[src/rtl/alu_pkg.sv]
// Shared opcode, state and control-decode definitions for the ALU op sequencer.
package alu_pkg;

  localparam logic [2:0] OP_AND = 3'b000;
  localparam logic [2:0] OP_OR  = 3'b001;
  localparam logic [2:0] OP_ADD = 3'b010;
  localparam logic [2:0] OP_SUB = 3'b110;
  localparam logic [2:0] OP_SLT = 3'b111;

  typedef enum logic [1:0] {
    S_IDLE   = 2'd0,
    S_SETTLE = 2'd1,
    S_DONE   = 2'd2
  } state_e;

  typedef struct packed {
    logic legal;
    logic op1;
    logic op2;
    logic sub;
    logic cin;
  } ctrl_t;

  function automatic ctrl_t op_decode(input logic [2:0] op);
    ctrl_t c;
    c = '0;
    case (op)
      OP_AND:  c = '{legal: 1'b1, op1: 1'b0, op2: 1'b0, sub: 1'b0, cin: 1'b0};
      OP_OR:   c = '{legal: 1'b1, op1: 1'b0, op2: 1'b1, sub: 1'b0, cin: 1'b0};
      OP_ADD:  c = '{legal: 1'b1, op1: 1'b1, op2: 1'b0, sub: 1'b0, cin: 1'b0};
      OP_SUB:  c = '{legal: 1'b1, op1: 1'b1, op2: 1'b0, sub: 1'b1, cin: 1'b1};
      OP_SLT:  c = '{legal: 1'b1, op1: 1'b1, op2: 1'b1, sub: 1'b1, cin: 1'b1};
      default: c = '0;
    endcase
    return c;
  endfunction

endpackage

[src/rtl/alu_ctrl_decode.sv]
// Combinational opcode decoder: 3-bit op to legal flag and per-lane ALU controls.
module alu_ctrl_decode
  import alu_pkg::*;
(
  input  logic [2:0] op,
  output logic       legal,
  output logic       op1,
  output logic       op2,
  output logic       sub,
  output logic       cin
);

  ctrl_t ctrl;

  always_comb begin
    ctrl = op_decode(op);
  end

  assign legal = ctrl.legal;
  assign op1   = ctrl.op1;
  assign op2   = ctrl.op2;
  assign sub   = ctrl.sub;
  assign cin   = ctrl.cin;

endmodule

[src/rtl/alu_op_sequencer.sv]
// Valid/ready front end for the ripple ALU: registers decoded controls, waits for the
// carry chain to settle, captures the result and presents it on the response port.
module alu_op_sequencer
  import alu_pkg::*;
#(
  parameter int unsigned WIDTH         = 32,
  parameter int unsigned SETTLE_CYCLES = 4,
  parameter int unsigned CNT_W         = 3
) (
  input  logic             clk,
  input  logic             rst_n,
  input  logic             req_valid,
  output logic             req_ready,
  input  logic [2:0]       req_op,
  input  logic [WIDTH-1:0] req_a,
  input  logic [WIDTH-1:0] req_b,
  output logic [WIDTH-1:0] alu_a,
  output logic [WIDTH-1:0] alu_b,
  output logic [WIDTH-1:0] alu_op1,
  output logic [WIDTH-1:0] alu_op2,
  output logic [WIDTH-1:0] alu_sub,
  output logic             alu_cin,
  input  logic [WIDTH-1:0] alu_out,
  input  logic             alu_zero,
  input  logic             alu_cout,
  output logic             rsp_valid,
  input  logic             rsp_ready,
  output logic [WIDTH-1:0] rsp_result,
  output logic             rsp_zero,
  output logic             rsp_cout,
  output logic             rsp_err
);

  localparam logic [CNT_W-1:0] CntInit = CNT_W'(SETTLE_CYCLES - 1);

  logic dec_legal, dec_op1, dec_op2, dec_sub, dec_cin;

  alu_ctrl_decode u_decode (
    .op    (req_op),
    .legal (dec_legal),
    .op1   (dec_op1),
    .op2   (dec_op2),
    .sub   (dec_sub),
    .cin   (dec_cin)
  );

  state_e           state_q, state_d;
  logic [CNT_W-1:0] cnt_q, cnt_d;
  logic [WIDTH-1:0] alu_a_q, alu_a_d, alu_b_q, alu_b_d;
  logic [WIDTH-1:0] alu_op1_q, alu_op1_d, alu_op2_q, alu_op2_d, alu_sub_q, alu_sub_d;
  logic             alu_cin_q, alu_cin_d;
  logic             req_ready_q, req_ready_d;
  logic             rsp_valid_q, rsp_valid_d;
  logic [WIDTH-1:0] rsp_result_q, rsp_result_d;
  logic             rsp_zero_q, rsp_zero_d, rsp_cout_q, rsp_cout_d, rsp_err_q, rsp_err_d;

  always_comb begin
    state_d      = state_q;
    cnt_d        = cnt_q;
    alu_a_d      = alu_a_q;
    alu_b_d      = alu_b_q;
    alu_op1_d    = alu_op1_q;
    alu_op2_d    = alu_op2_q;
    alu_sub_d    = alu_sub_q;
    alu_cin_d    = alu_cin_q;
    req_ready_d  = req_ready_q;
    rsp_valid_d  = rsp_valid_q;
    rsp_result_d = rsp_result_q;
    rsp_zero_d   = rsp_zero_q;
    rsp_cout_d   = rsp_cout_q;
    rsp_err_d    = rsp_err_q;
    case (state_q)
      S_IDLE: begin
        if (req_valid && req_ready_q) begin
          req_ready_d = 1'b0;
          if (dec_legal) begin
            state_d   = S_SETTLE;
            cnt_d     = CntInit;
            alu_a_d   = req_a;
            alu_b_d   = req_b;
            alu_op1_d = {WIDTH{dec_op1}};
            alu_op2_d = {WIDTH{dec_op2}};
            alu_sub_d = {WIDTH{dec_sub}};
            alu_cin_d = dec_cin;
          end else begin
            state_d      = S_DONE;
            rsp_err_d    = 1'b1;
            rsp_result_d = '0;
            rsp_zero_d   = 1'b0;
            rsp_cout_d   = 1'b0;
          end
        end
      end
      S_SETTLE: begin
        if (cnt_q == '0) begin
          state_d      = S_DONE;
          rsp_valid_d  = 1'b1;
          rsp_result_d = alu_out;
          rsp_zero_d   = alu_zero;
          // The carry chain is meaningless for the logic ops.
          rsp_cout_d   = alu_cout & alu_op1_q[0];
          rsp_err_d    = 1'b0;
        end else begin
          cnt_d = cnt_q - CNT_W'(1);
        end
      end
      S_DONE: begin
        // Illegal ops enter DONE without valid; raise it one clock after accept.
        if (!rsp_valid_q) begin
          rsp_valid_d = 1'b1;
        end else if (rsp_ready) begin
          state_d     = S_IDLE;
          rsp_valid_d = 1'b0;
          req_ready_d = 1'b1;
        end
      end
      default: begin
        state_d     = S_IDLE;
        rsp_valid_d = 1'b0;
        req_ready_d = 1'b1;
      end
    endcase
  end

  always_ff @(posedge clk or negedge rst_n) begin
    if (!rst_n) begin
      state_q      <= S_IDLE;
      cnt_q        <= '0;
      alu_a_q      <= '0;
      alu_b_q      <= '0;
      alu_op1_q    <= '0;
      alu_op2_q    <= '0;
      alu_sub_q    <= '0;
      alu_cin_q    <= 1'b0;
      req_ready_q  <= 1'b1;
      rsp_valid_q  <= 1'b0;
      rsp_result_q <= '0;
      rsp_zero_q   <= 1'b0;
      rsp_cout_q   <= 1'b0;
      rsp_err_q    <= 1'b0;
    end else begin
      state_q      <= state_d;
      cnt_q        <= cnt_d;
      alu_a_q      <= alu_a_d;
      alu_b_q      <= alu_b_d;
      alu_op1_q    <= alu_op1_d;
      alu_op2_q    <= alu_op2_d;
      alu_sub_q    <= alu_sub_d;
      alu_cin_q    <= alu_cin_d;
      req_ready_q  <= req_ready_d;
      rsp_valid_q  <= rsp_valid_d;
      rsp_result_q <= rsp_result_d;
      rsp_zero_q   <= rsp_zero_d;
      rsp_cout_q   <= rsp_cout_d;
      rsp_err_q    <= rsp_err_d;
    end
  end

  assign req_ready  = req_ready_q;
  assign alu_a      = alu_a_q;
  assign alu_b      = alu_b_q;
  assign alu_op1    = alu_op1_q;
  assign alu_op2    = alu_op2_q;
  assign alu_sub    = alu_sub_q;
  assign alu_cin    = alu_cin_q;
  assign rsp_valid  = rsp_valid_q;
  assign rsp_result = rsp_result_q;
  assign rsp_zero   = rsp_zero_q;
  assign rsp_cout   = rsp_cout_q;
  assign rsp_err    = rsp_err_q;

endmodule

[config.mk]
export PLATFORM = sky130hd
export DESIGN_NAME = alu_op_sequencer
export DESIGN_NICKNAME = d
export VERILOG_FILES = /design/src/rtl/alu_pkg.sv /design/src/rtl/alu_ctrl_decode.sv /design/src/rtl/alu_op_sequencer.sv
export SDC_FILE = /design/constraint.sdc
export NUM_CORES = 1
export LEC_CHECK = 0
export ABC_AREA = 1
export CAP_MARGIN = 15
export CORE_MARGIN = 4
export CORE_UTILIZATION = 35
export DETAILED_ROUTE_END_ITERATION = 16
export HOLD_SLACK_MARGIN = 0.06
export PLACE_DENSITY = 0.88
export SETUP_SLACK_MARGIN = 0.5
export SYNTH_ARGS = -nofsm -noshare
export SYNTH_HDL_FRONTEND = slang
export SYNTH_SLANG_ARGS = --single-unit
[constraint.sdc]
create_clock -name clk -period 1.7 [get_ports clk]
set_clock_uncertainty 0.15 [all_clocks]
set_input_delay 0.34 -clock clk [delete_from_list [all_inputs] [get_ports clk]]
set_output_delay 0.34 -clock clk [all_outputs]
set_load 0.005 [all_outputs]
==> run_results.csv, run 1 <==
group,metric,value,unit
logic_synthesis,ys_seq_elements,109,
placed_design,dp.final_hpwl,11.86,mm
floorplanning,floorplan.die.width,131.6,um
logic_synthesis,ys_seq_area_frac,0.5104,
floorplanning,ios,303,
worst_setup_path,worstPathMaxFanout,7,
placed_design,pre_cts_ws,-0.2892,ns
global_route,use_met1,0.2344,
routing,vias,5821,
global_route,busiest_layer,"met2",
routing,finalWirelength,24.23,mm
clock_network,cts_made_buffers,9,
clock_network,htree_num_levels,3,
clock_network,clock_path_buffers,2,
cells_and_area,fin_area,10480,um2
clock_network,cts_tree,"built",
cells_and_area,drive_above_1_share,0.5765,
floorplanning,row_count,44,
routing,drt-wirelength-per-cell,20.31,um
global_route,grt.overflow.total,0,
status,status,"complete, but fails checks",
timing,final.setup.worst_slack,-0.07620,ns
logic_synthesis,synth_area_leader_cell,"dfrtp_1",
timing,max_freq,563.0,MHz
worst_setup_path,worstPathRequired,1.84,ns
routing,remaining_drc_errors,0,
timing,timing.setup.tns,-0.9761,ns
global_route,use_met3,0.06690,
run,drv_cap,0,
routing,drtAntennaViolNets,0,
global_route,grt_pass1_wl,29.87,mm
placed_design,globalplace.congestion,0.8155,
timing,setup_violations,44,
global_route,antenna_found_initial,3,
routing,viasPerCell,4.879,
status,failed_checks,"negative setup slack",
clock_network,clock-sinks,109,
timing,hold_violations,0,
cells_and_area,nets,1111,
floorplanning,die_h,131.6,um
logic_synthesis,yosysMostFrequentCell,"nand2_1",
routing,drtIter0Drc,325,
global_route,gr-usage-met2,0.3817,
timing,slew_viol_final,0,
clock_network,worstSkewPairLatency,0.35,ns
timing,min_period_over_period,1.045,
logic_synthesis,ys_top_cells_by_area,"dfrtp_1 (51%), nand2_1 (23%), buf_4 (14%), nand3b_1 (4.8%), buf_2 (1.3%)",
global_route,grt_pass1_vias,5336,
clock_network,clk_pin_slew,0.08,ns
cells_and_area,ff_latch_area,2740,um2
logic_synthesis,synth_warnings,0,
global_route,grtUsageTotal,0.2166,
worst_setup_path,critPathArrivalTime,1.91,ns
timing,rsz0062_at_grt,"true",
logic_synthesis,netlist_top_cells_count,"nand2_1 (331), dfrtp_1 (108), buf_4 (100)",
worst_setup_path,critical_path_class,"reg2reg",
logic_synthesis,synth_edf_count,0,
timing,relSlewSlack,0.8150,
floorplanning,initial_utilization,0.3624,
routing,drt_pre_antenna_iters,5,
logic_synthesis,ys_types,22,
power,p_leak,0.005602,uW
timing,fin_crit,1.776,ns
worst_setup_path,crit_path_start_kind,"flip-flop",
global_route,grt_start_max_net_pins,44,
cells_and_area,multiInputGateArea,2577,um2
logic_synthesis,synth_ff_type,"dfrtp_1",
power,ir_worst_vdd,949.0,uV
placed_design,portBuffers,302,
logic_synthesis,synthCells,636,
logic_synthesis,avgSynthCellArea,8.406,um2
power,p_per_area,1843,nW/um2
placed_design,placed_cell_area,8029,um2
logic_synthesis,synth_fp_nets,746,
hold_path,hold_path.class,"in2reg",
clock_network,root_buffer,"clkbuf_16",
floorplanning,core,14750,um2
worst_setup_path,crit_path_end_kind,"flip-flop",
cells_and_area,synthToLayoutAreaGrowth,96.09,%
timing,worstMarginPinSlew,0.2766,ns
logic_synthesis,synth_top_area_frac,0.5055,
logic_synthesis,netlist_area,5346,um2
logic_synthesis,async_flop_share,1.000,
cells_and_area,final.fill_count,977,
floorplanning,die_area,17320,um2
what timing repair did:
item | 4_1_cts | 5_1_grt
pin swaps | 41 | 56
gates resized for setup | 765 | 294
cloned | 17 | 17
setup endpoints to repair | 307 | 307
setup buffers | 62 | 55
hold endpoints to repair | 109 | 0
hold buffers | 1 | 0
cell families (layout without fill, tap and decap cells):
family	after synthesis	count (layout)	synth area share
DFF	109	109	0.5104
AOI/OAI and AO/OA	9	9	0.008423
buffers and inverters	134	504	0.1722
adders and majority gates	5	5	0.01170
and+or+nand+nor	378	378	0.2956
xor gates and xnor gates	1	1	0.001638
other	0	3	0
cell type report:
class | count | share of cell area
clock buffers | 11 | 0.02315
repair buffers | 474 | 0.4324
inverters | 14 | 0.006683
well taps | 184 | 0.02196
diodes | 3 | 0.0007161
multi-input cells | 393 | 0.2459
flip-flops and latches | 109 | 0.2614
clock inverters | 5 | 0.007877
layout by cell type, fill, tap and decap left out, types with 3 or more instances in the layout:
master           synthesis  routed
inv_1                   11       6
nand2_4                  0      64
clkbuf_16                0      22
nor2_1                   4       3
diode_2                  0       3
buf_2                   14     106
buf_16                   0      18
inv_2                    2       4
nand3_1                  3       3
nand3b_1                34      34
dfrtp_4                  0       3
buf_8                    0       5
clkbuf_2                 0      45
nand2_1                331     146
o21ai_1                  3       5
buf_4                  100     103
buf_6                    3      45
clkdlybuf4s50_1          0     100
clkdlybuf4s15_1          0      14
dfrtp_1                108     105
nand2_2                  2     122
buf_12                   0      21
ha_4                     0       4
per-stage QoR:
step	instances	utilization	hold slack (ns)	power, uW
global placement	1022	0.5442	0.09459	12550
finish	1193	0.7106	0.1745	19330
detailed placement	1022	0.5442	0.08770	12820
global route	1193	0.7106	0.1990	20270
CTS	1118	0.6187	0.2474	15670
floorplan	636	-	-0.1056	9444
worst paths after layout:
check	cells past startpoint	slack [ns]	endpoint	start
worst min-delay path	3	0.17	alu_op2[0]$_DFFE_PN0P_	req_op[0]
worst max-delay path	11	-0.08	alu_a[8]$_DFFE_PN0P_	state_q[1]$_DFFE_PN0P_
worst min register to register	2	0.31	rsp_result[29]$_DFFE_PN0P_	rsp_result[29]$_DFFE_PN0P_
min in group asynchronous	2	0.26	alu_b[16]$_DFFE_PN0P_	rst_n
worst max register to register	11	-0.08	alu_a[8]$_DFFE_PN0P_	state_q[1]$_DFFE_PN0P_
max in group asynchronous	3	0.61	alu_sub[0]$_DFFE_PN0P_	rst_n
worst max-delay path, cell delays in order, from the launching register on:
cell and delay [ns]:
dfrtp_1 0.40, inv_2 0.09, ha_4 0.16, inv_4 0.04, nor2_4 0.12, nand2_8 0.11
inv_8 0.09, buf_8 0.13, buf_12 0.13, buf_16 0.14, nand2_2 0.07, nand2_1 0.08
power breakdown:
| part | total, uW | internal [uW] | switching [uW] |
|---|---|---|---|
| Combinational | 12300 | 6730 | 5530 |
| Clock | 2350 | 1340 | 1010 |
| Sequential | 4720 | 3830 | 885 |
| Total | 19300 | 11900 | 7430 |
sequential cells by signal (all words and copies together), names as in the netlist:
| signal | cells |
|---|---|
| alu_a | 32 |
| alu_sub | 1 |
| rsp_valid | 1 |
| alu_b | 32 |
| rsp_err | 1 |
| req_ready | 1 |
| cnt_q | 3 |
| rsp_result | 32 |
| state_q | 2 |
| alu_op1 | 1 |
| rsp_cout | 1 |
| rsp_zero | 1 |
| alu_op2 | 1 |
layer usage:
metal	wire [um]	part of all wire
met5	0	0
met2	12370	0.51
met4	1683	0.069
met1	8252	0.34
met3	1925	0.079
Note: power is estimated with default switching activity, not from simulation.
==> run 2: changes to the inputs <==
- CTS_CLUSTER_DIAMETER: default -> 80
==> results of run 2 <==
Final layout, timing and power as in run 1 (identical DEF).
==> run 3: changes to the inputs <==
- REMOVE_ABC_BUFFERS: default -> 1
==> run_results.csv, run 3 (synthesis gave the netlist of run 1 again) <==
group,metric,value,unit
status,status,"complete, but fails checks",
status,failed_checks,"negative setup slack",
cells_and_area,final_common_cell,"nand2_1",
placed_design,portBuffers,302,
cells_and_area,final.fill_count,850,
clock_network,clock_path_buffers,2,
clock_network,clk_pin_slew,0.08,ns
clock_network,worstSkewPairLatency,0.34,ns
clock_network,cts_tree,"built",
worst_setup_path,worstPathMaxFanout,8,
global_route,grt_start_max_net_pins,62,
global_route,grtUsageTotal,0.2409,
worst_setup_path,worstPathCellList,"inv_2, ha_4, inv_4, nor2_4, nand2_8, buf_12, clkinv_16, buf_6, buf_8, nand2_1, nand2_1",
cells_and_area,fin_util,0.7425,
timing,rsz0062_at_grt,"true",
timing,timing.setup.tns,-16.45,ns
hold_path,min_from,"req_op[1]",
timing,min_period_over_period,1.114,
floorplanning,floorplan.die.width,131.6,um
routing,drtIter0Drc,419,
cells_and_area,drive_above_1_share,0.5690,
global_route,grt.overflow.total,0,
worst_setup_path,critical_path_class,"reg2reg",
timing,slew_viol_final,0,
global_route,grt_pass1_vias,5790,
routing,drt-wirelength-per-cell,22.36,um
hold_path,hold_depth,3,
clock_network,root_buffer,"clkbuf_16",
worst_setup_path,slowest_stage,"dfrtp_2",
timing,hold_violations,0,
cells_and_area,synthToLayoutAreaGrowth,104.9,%
power,design_power_total,20910,uW
routing,viasPerCell,4.997,
cells_and_area,fin_area,10950,um2
timing,relSlewSlack,0.7577,
worst_setup_path,rr_startpoint,"state_q[0]$_DFFE_PN0P_",
power,ir_worst_vdd,1047,uV
worst_setup_path,crit_path_start_kind,"flip-flop",
clock_network,htree_num_levels,3,
timing,final.setup.worst_slack,-0.1938,ns
worst_setup_path,critPathArrivalTime,2.02,ns
power,p_leak,0.005691,uW
hold_path,hold_end,"alu_op1[0]$_DFFE_PN0P_",
global_route,grt_pass1_wl,33.19,mm
timing,fin_crit,1.894,ns
routing,drtAntennaViolNets,0,
placed_design,globalplace.congestion,0.8086,
placed_design,placed_cell_area,8061,um2
floorplanning,ios,303,
routing,vias,5987,
worst_setup_path,critPathMaxStageDelay,0.45,ns
timing,holdWs,0.3129,ns
placed_design,dp.final_hpwl,12.00,mm
power,p_per_area,1909,nW/um2
timing,max_freq,528.0,MHz
worst_setup_path,timing.critical_path.from,"state_q[0]$_DFFE_PN0P_",
timing,setup_violations,161,
cells_and_area,mostFrequentLayoutCells,"nand2_1 (166), buf_6 (142), nand2_2 (108)",
worst_setup_path,r2r_setup_slack,-0.19,ns
worst_setup_path,ff2ff_path_depth,11,
routing,drt_pre_antenna_iters,5,
global_route,antenna_found_initial,0,
worst_setup_path,timing.rr.end,"alu_b[14]$_DFFE_PN0P_",
floorplanning,core,14750,um2
routing,finalWirelength,26.79,mm
run,drv_cap,0,
clock_network,clock-sinks,109,
timing,worstMarginPinSlew,0.3597,ns
floorplanning,die_area,17320,um2
floorplanning,initial_utilization,0.3624,
clock_network,cts_made_buffers,9,
cells_and_area,diodes,0,
worst_setup_path,cp_common_cell,"nand2_1",
floorplanning,die_h,131.6,um
worst_setup_path,crit_path_end_kind,"flip-flop",
worst_setup_path,worstPathRequired,1.83,ns
hold_path,hold_path.class,"in2reg",
cells_and_area,nets,1119,
floorplanning,row_count,44,
routing,remaining_drc_errors,0,
[run 3: through the flow]
| step | std cells | setup slack [ns] |
|---|---|---|
| final | 1198 | -0.1938 |
| after global routing | 1198 | -0.2292 |
| after detailed placement | 1031 | -0.2852 |
| after floorplan | 516 | -0.6274 |
| after CTS | 1129 | -0.1123 |
| after global placement | 1031 | -0.1975 |
[run 3: worst max-delay path, delay by kind of cell (launching register included)]
family / cells / cell delay, ns
adder cells (fa/ha/maj): 1 / 0.16
flip-flops: 1 / 0.45
AND/OR/NAND/NOR: 4 / 0.47
buffers and inverters: 6 / 0.60
[run 3: worst max path at each step]
stage,end,slack [ns],cells after the start
6_report,alu_b[14]$_DFFE_PN0P_,-0.19,11
5_1_grt,cnt_q[2]$_DFFE_PN0P_,-0.23,7
4_1_cts,alu_sub[10],-0.11,4
2_1_floorplan,alu_a[0]$_DFFE_PN0P_,-0.63,8
3_5_place_dp,alu_a[27]$_DFFE_PN0P_,-0.29,8
3_3_place_gp,alu_op2[0]$_DFFE_PN0P_,-0.20,8
[run 3: area by class of cell]
class / instances / area [um2] / share of cell area
repair buffers: 481 / 5137 / 0.4690
flip-flops and latches: 109 / 2731 / 0.2493
multi-input cells: 393 / 2472 / 0.2257
well taps: 184 / 230.2 / 0.02102
clock buffers: 9 / 225.2 / 0.02056
inverters: 14 / 83.83 / 0.007653
clock inverters: 7 / 62.56 / 0.005711
repair inverters: 1 / 11.26 / 0.001028
[run 3: where the power goes]
part / switching (uW) / total [uW] / internal (uW)
sequential: 944 / 4760 / 3810
clock: 1090 / 2120 / 1040
combinational: 6110 / 14000 / 7920
[run 3: timing repair]
action / CTS / global route
endpoints found under the setup margin: 307 / 307
pin swaps: 13 / 56
hold buffers: 1 / 0
endpoints found under the hold margin: 108 / 0
gates cloned: 28 / 8
setup buffers: 53 / 61
resized for setup: 730 / 381
[run 3: metal layers]
metal  up-vias  track usage  wire length (um)
met4         0      0.08168              1113
met1      2931       0.2722              9454
li1       2604            -                 -
met3        91      0.06460              2063
met5         -            0                 0
met2       361       0.4390             14160
